## src/rtl/eth_pkg.sv

```systemverilog
// Shared types and helpers for the receive-side Ethernet MAC address filter.
// Holds the filter state encoding and the station-address byte-order helper.
package eth_pkg;

    localparam int MAC_W = 48;
    localparam logic [MAC_W-1:0] BCAST_MAC = 48'hFFFF_FFFF_FFFF;

    typedef enum logic [1:0] {
        SOF  = 2'd0,
        PASS = 2'd1,
        DROP = 2'd2
    } filt_state_e;

    // local_mac[47:40] is the first byte on the wire, which lands in tdata[7:0].
    function automatic logic [MAC_W-1:0] mac_wire_order(input logic [MAC_W-1:0] mac);
        logic [MAC_W-1:0] wire_mac;
        wire_mac = '0;
        for (int i = 0; i < MAC_W / 8; i++) begin
            wire_mac[8*i +: 8] = mac[MAC_W-1-8*i -: 8];
        end
        return wire_mac;
    endfunction

endpackage

```

## src/rtl/eth_sat_counter.sv

```systemverilog
// Saturating event counter: increments on inc, sticks at all-ones.
module eth_sat_counter #(
    parameter int CNT_WIDTH = 32
) (
    input  logic                 clk,
    input  logic                 resetn,
    input  logic                 inc,
    output logic [CNT_WIDTH-1:0] count
);

    localparam logic [CNT_WIDTH-1:0] CNT_ONE = {{(CNT_WIDTH-1){1'b0}}, 1'b1};

    logic [CNT_WIDTH-1:0] count_q;
    logic [CNT_WIDTH-1:0] count_d;

    always_comb begin
        count_d = count_q;
        if (inc && (count_q != '1)) begin
            count_d = count_q + CNT_ONE;
        end
    end

    always_ff @(posedge clk or negedge resetn) begin
        if (!resetn) begin
            count_q <= '0;
        end else begin
            count_q <= count_d;
        end
    end

    assign count = count_q;

endmodule

```

## src/rtl/eth_rx_mac_filter.sv

```systemverilog
// Destination-MAC filter on the RX AXI-Stream: classifies each frame on its
// first beat, forwards accepted frames through one register stage, eats the rest.
module eth_rx_mac_filter
    import eth_pkg::*;
#(
    parameter int DATA_WIDTH = 64,
    parameter int KEEP_WIDTH = DATA_WIDTH / 8,
    parameter int CNT_WIDTH  = 32
) (
    input  logic                  clk,
    input  logic                  resetn,

    input  logic [DATA_WIDTH-1:0] s_axis_tdata,
    input  logic [KEEP_WIDTH-1:0] s_axis_tkeep,
    input  logic                  s_axis_tvalid,
    output logic                  s_axis_tready,
    input  logic                  s_axis_tlast,
    input  logic                  s_axis_tuser,

    output logic [DATA_WIDTH-1:0] m_axis_tdata,
    output logic [KEEP_WIDTH-1:0] m_axis_tkeep,
    output logic                  m_axis_tvalid,
    input  logic                  m_axis_tready,
    output logic                  m_axis_tlast,
    output logic                  m_axis_tuser,

    input  logic [MAC_W-1:0]      local_mac,
    input  logic                  promisc_en,
    input  logic                  bcast_en,
    input  logic                  mcast_en,

    output logic [CNT_WIDTH-1:0]  pass_count,
    output logic [CNT_WIDTH-1:0]  drop_count,
    output logic                  drop_pulse,
    output logic [1:0]            dbg_state
);

    generate
        if (DATA_WIDTH != 64) begin : g_bad_width
            $error("eth_rx_mac_filter supports only DATA_WIDTH = 64");
        end
    endgenerate

    // Handshake: a beat moves on a port in every cycle where valid && ready are
    // both high at the rising edge; valid never waits on ready, and tready here
    // is a function of registered state and m_axis_tready only.

    filt_state_e state_q;
    filt_state_e state_d;

    logic [DATA_WIDTH-1:0] m_tdata_q, m_tdata_d;
    logic [KEEP_WIDTH-1:0] m_tkeep_q, m_tkeep_d;
    logic                  m_tvalid_q, m_tvalid_d;
    logic                  m_tlast_q, m_tlast_d;
    logic                  m_tuser_q, m_tuser_d;
    logic                  drop_pulse_q, drop_pulse_d;

    logic             s_ready;
    logic             s_hs;
    logic             load;
    logic             pass_inc;
    logic             drop_inc;
    logic [MAC_W-1:0] dst;
    logic             is_runt;
    logic             is_bcast;
    logic             is_mcast;
    logic             is_ucast;
    logic             accept;

    // Classification of the beat currently on the input; only used at SOF.
    always_comb begin
        dst      = s_axis_tdata[MAC_W-1:0];
        is_runt  = (s_axis_tkeep[5:0] != 6'h3F);
        is_bcast = (dst == BCAST_MAC);
        is_mcast = dst[0] && !is_bcast;
        is_ucast = (dst == mac_wire_order(local_mac));
        accept   = !is_runt &&
                   (promisc_en || is_ucast ||
                    (is_bcast && bcast_en) ||
                    (is_mcast && mcast_en));
    end

    always_ff @(posedge clk or negedge resetn) begin
        if (!resetn) begin
            state_q <= SOF;
        end else begin
            state_q <= state_d;
        end
    end

    always_comb begin
        state_d = state_q;
        case (state_q)
            SOF: begin
                if (s_hs && !s_axis_tlast) begin
                    state_d = accept ? PASS : DROP;
                end
            end
            PASS, DROP: begin
                if (s_hs && s_axis_tlast) begin
                    state_d = SOF;
                end
            end
            default: state_d = SOF;
        endcase
    end

    always_comb begin
        s_ready  = (state_q == DROP) ? 1'b1 : (!m_tvalid_q || m_axis_tready);
        s_hs     = s_axis_tvalid && s_ready;
        load     = 1'b0;
        pass_inc = 1'b0;
        drop_inc = 1'b0;
        case (state_q)
            SOF: begin
                if (s_hs) begin
                    load     = accept;
                    pass_inc = accept;
                    drop_inc = !accept;
                end
            end
            PASS:    load = s_hs;
            default: load = 1'b0;
        endcase
    end

    // The output slot empties when taken downstream and refills on any load.
    always_comb begin
        m_tvalid_d   = m_tvalid_q && !m_axis_tready;
        m_tdata_d    = m_tdata_q;
        m_tkeep_d    = m_tkeep_q;
        m_tlast_d    = m_tlast_q;
        m_tuser_d    = m_tuser_q;
        drop_pulse_d = drop_inc;
        if (load) begin
            m_tvalid_d = 1'b1;
            m_tdata_d  = s_axis_tdata;
            m_tkeep_d  = s_axis_tkeep;
            m_tlast_d  = s_axis_tlast;
            m_tuser_d  = s_axis_tuser;
        end
    end

    always_ff @(posedge clk or negedge resetn) begin
        if (!resetn) begin
            m_tvalid_q   <= 1'b0;
            m_tdata_q    <= '0;
            m_tkeep_q    <= '0;
            m_tlast_q    <= 1'b0;
            m_tuser_q    <= 1'b0;
            drop_pulse_q <= 1'b0;
        end else begin
            m_tvalid_q   <= m_tvalid_d;
            m_tdata_q    <= m_tdata_d;
            m_tkeep_q    <= m_tkeep_d;
            m_tlast_q    <= m_tlast_d;
            m_tuser_q    <= m_tuser_d;
            drop_pulse_q <= drop_pulse_d;
        end
    end

    eth_sat_counter #(.CNT_WIDTH(CNT_WIDTH)) u_pass_cnt (
        .clk    (clk),
        .resetn (resetn),
        .inc    (pass_inc),
        .count  (pass_count)
    );

    eth_sat_counter #(.CNT_WIDTH(CNT_WIDTH)) u_drop_cnt (
        .clk    (clk),
        .resetn (resetn),
        .inc    (drop_inc),
        .count  (drop_count)
    );

    assign s_axis_tready = s_ready;
    assign m_axis_tdata  = m_tdata_q;
    assign m_axis_tkeep  = m_tkeep_q;
    assign m_axis_tvalid = m_tvalid_q;
    assign m_axis_tlast  = m_tlast_q;
    assign m_axis_tuser  = m_tuser_q;
    assign drop_pulse    = drop_pulse_q;
    assign dbg_state     = state_q;

endmodule

```

## config.mk

```make
export PLATFORM = sky130hd
export DESIGN_NAME = eth_rx_mac_filter
export DESIGN_NICKNAME = d
export VERILOG_FILES = /design/src/rtl/eth_pkg.sv /design/src/rtl/eth_sat_counter.sv /design/src/rtl/eth_rx_mac_filter.sv
export SDC_FILE = /design/constraint.sdc
export NUM_CORES = 1
export LEC_CHECK = 0
export ABC_CLOCK_PERIOD_IN_PS = 3000
export CAP_MARGIN = 25
export CORE_UTILIZATION = 45
export DETAILED_ROUTE_END_ITERATION = 10
export PLACE_DENSITY = 0.84
export SLEW_MARGIN = 25
export SYNTH_ARGS = -nofsm -noshare
export SYNTH_HDL_FRONTEND = slang
export SYNTH_SLANG_ARGS = --single-unit
```

## constraint.sdc

```tcl
create_clock -name clk -period 3 [get_ports clk]
set_input_delay 0.6 -clock clk [delete_from_list [all_inputs] [get_ports clk]]
set_output_delay 0.6 -clock clk [all_outputs]
set_load 0.02 [all_outputs]
```

==> results.ini <==
[route]
dr_wl_met2_mm=9.99
wl_per_cell_um=18.6
drtIter0Drc=354
ant_nets=0
wirelength_mm=21.1
wl_met3_mm=1.31
dr.pass1.iters=6
drc=0
wl_met1_mm=9.06
routed_via_density=5.18
vias=5875
highest_layer=met4

[sta]
finalSetupViolations=0
clock_skew_ns=0.0136
hold_violations=0
worst_pin_slew_ns=0.566
rsz0062_at_grt=false
max_freq_ghz=0.341
finalMaxSlewViolations=0
layout_min_cycle_time_ns=2.93
period_share_pct=97.8
relSlewSlack_pct=62.2

[die]
die_h_um=128
rows=45
start_util_pct=46.5
die_w_um=128
core_region_area_um2=15400
die_area_um2=16400
io_pins=272

[finish]
final_cell_area_um2=11100
final_core_util_pct=72.3
drive_gt1_share_pct=20.2
antennaDiodeCount=0
layout.nets=1045
syn_to_final_growth_pct=55.2

[cts]
clk_pin_slew_ns=0.06
clock-sinks=142
cts-buffers-inserted=17
htreeDepth=4
clk_latency_ns=0.42
clockBufferDepth=2
cts_hold_buf=0
cts_tree=done
clock-root-buffer=clkbuf_16

[power]
power.density_nw_per_um2=562
power_leakage_nw=4.99
vdd_ir_drop_max_mv=0.446

[placement]
hpwl_mm=16.3
placed_cell_area_um2=10500
port-buffer-count=271
gp_congestion=0.979

[global_route]
grt_usage_pct=26.5
grt_overflow_total=0
grt_pass1_wl_mm=32.9
grt_max_degree=63
antenna_found_initial=0
grt_pass1_vias=6083

[setup_path]
cpLargestDelayFamily=buffers and inverters
worstSetupEndpointType=flop
required_ns=3.30
reg2reg_depth=7
timing.critical_path.mode_cell=buf_4
crit_path_start_kind=input port
critPathBufInv=4
path_max_fanout=16
path_class=in -> reg
cp_num_cells=11
crit_slowest_cell=clkdlybuf4s50_1
rrSetupSlack_ns=0.59
worstPathArrival_ns=3.23
cpPeakStageDelay_ns=0.52
cp_cell_sequence=clkdlybuf4s50_1, buf_4, xnor2_1, nand4_1, nor4_2, nand3_1, a211oi_4, buf_4, buf_4, nand4_1, xnor2_1

[yosys]
yosys_warnings=0
synth.avg_cell_area_um2=12.3
netlist_area_um2=7150
postSynthCellCount=580
ys_seq_area_share_pct=49.7
synth_edf_count=0
yosysTopAreaCell=dfrtp_1
synth_ff_type=dfrtp_1
synth_top_cell_area_share_pct=49.7
synthArstFlopShare_pct=100
ys_seq_elements=142
yosys-top-cells-area=dfrtp_1, mux2_4, xnor2_1
synth_fp_nets=714
synth.distinct_cells=44
synth_most_common_cell=dfrtp_1
ys_top_cells_by_count=dfrtp_1, xnor2_1, mux2_4

[status]
status=finished clean

[hold_path]
min_path_type=in -> async

[run]
maxCapViolCount=0

[sequential cells by signal, indices dropped and copies added, names as in the netlist]
register,cells
u_pass_cnt.count,32
drop_pulse,1
dbg_state,2
m_axis_tkeep,8
m_axis_tvalid,1
m_axis_tuser,1
u_drop_cnt.count,32
m_axis_tdata,64
m_axis_tlast,1
[where the power goes]
group / switching, mW / leakage [nW] / internal (mW) / total, mW
Clock: 0.819 / 0.273 / 1.16 / 1.98
Sequential: 0.195 / 1.94 / 2.19 / 2.38
Combinational: 0.853 / 2.77 / 1.03 / 1.88
Total: 1.87 / 4.99 / 4.38 / 6.24
[cells by family (layout without fill, tap and decap cells)]
logic type      Yosys count  count (layout)  share of synthesized area [%]
compound gates           13              13                           1.71
flops                   142             142                           49.7
buf+inv                  27             371                           2.54
simple gates            207             207                           16.6
fa+ha+maj                 5               5                          0.874
mux                      76              76                           15.1
xor+xnor                110             110                           13.5
[worst paths after layout]
check | startpoint | endpoint
worst max-delay path | s_axis_tdata[30] | u_pass_cnt.count[10]$_DFFE_PN0P_
worst min-delay path | resetn | m_axis_tdata[10]$_DFFE_PN0P_
worst max register to register | u_pass_cnt.count[6]$_DFFE_PN0P_ | u_pass_cnt.count[1]$_DFFE_PN0P_
worst min register to register | u_drop_cnt.count[27]$_DFFE_PN0P_ | u_drop_cnt.count[27]$_DFFE_PN0P_
max in group asynchronous | resetn | u_drop_cnt.count[0]$_DFFE_PN0P_
min in group clk | u_drop_cnt.count[27]$_DFFE_PN0P_ | u_drop_cnt.count[27]$_DFFE_PN0P_
[worst reg2reg max path, cell delays in order, from the launching register on]
cell and delay, ns:
dfrtp_1 0.44, and4_4 0.29, nand4_2 0.13, or4_4 0.63
nor2_8 0.15, a41oi_4 0.18, nand2_1 0.13, mux2_2 0.33
[metal layers]
metal	global-route usage [%]	up-vias
met3	6.39	52
met2	42.9	224
li1	-	2741
met5	0	-
met1	33.9	2858
met4	11.6	0
[placed cells by master (no fill, tap or decap), types with 2 or more instances in the layout]
cell	n
dfrtp_1	142
nor3_1	17
o21ai_0	3
nand4_1	44
xnor2_1	83
clkdlybuf4s50_1	270
nor2b_1	2
clkbuf_16	17
and4_1	6
clkinv_2	4
mux2_2	16
nor4_2	5
buf_12	6
buf_4	57
nand3_1	38
ha_1	5
inv_1	5
or4_1	4
nor4_1	8
nor4b_1	4
nor3b_1	2
xor2_1	26
clkinv_4	5
clkinvlp_4	2
nand2_1	34
and2_1	5
nor2_1	17
mux2_4	60
and3_1	12
[layout make-up]
cell class	instances	area (um2)
clock buffers	19	443
clock inverters	13	118
fillers	1080	4270
inverters	5	18.8
multi-input cells	411	3450
flip-flops and latches	142	3550
well taps	211	264
repair buffers	334	3260
[what timing repair did]
| item | CTS | global route |
|---|---|---|
| buffers inserted | 0 | 0 |
| gates resized for setup | 0 | 3 |
| endpoints found under the setup margin | 0 | 110 |
[metrics by stage]
| stage | std cells | total power, mW | setup WS (ns) | hold slack, ns | TNS, ns |
|---|---|---|---|---|---|
| 4_1_cts | 1135 | 6.29 | 0.124 | 0.140 | 0 |
| 6_report | 1135 | 6.24 | 0.0674 | 0.133 | 0 |
| 2_1_floorplan | 580 | 3.25 | 0.626 | 0.304 | 0 |
| 3_3_place_gp | 1103 | 4.24 | -0.280 | 0.472 | -30.80 |
| 5_1_grt | 1135 | 6.50 | 0.00856 | 0.153 | 0 |
| 3_5_place_dp | 1103 | 4.28 | -0.302 | 0.476 | -33.38 |
Power figures use the tool's default switching activity.
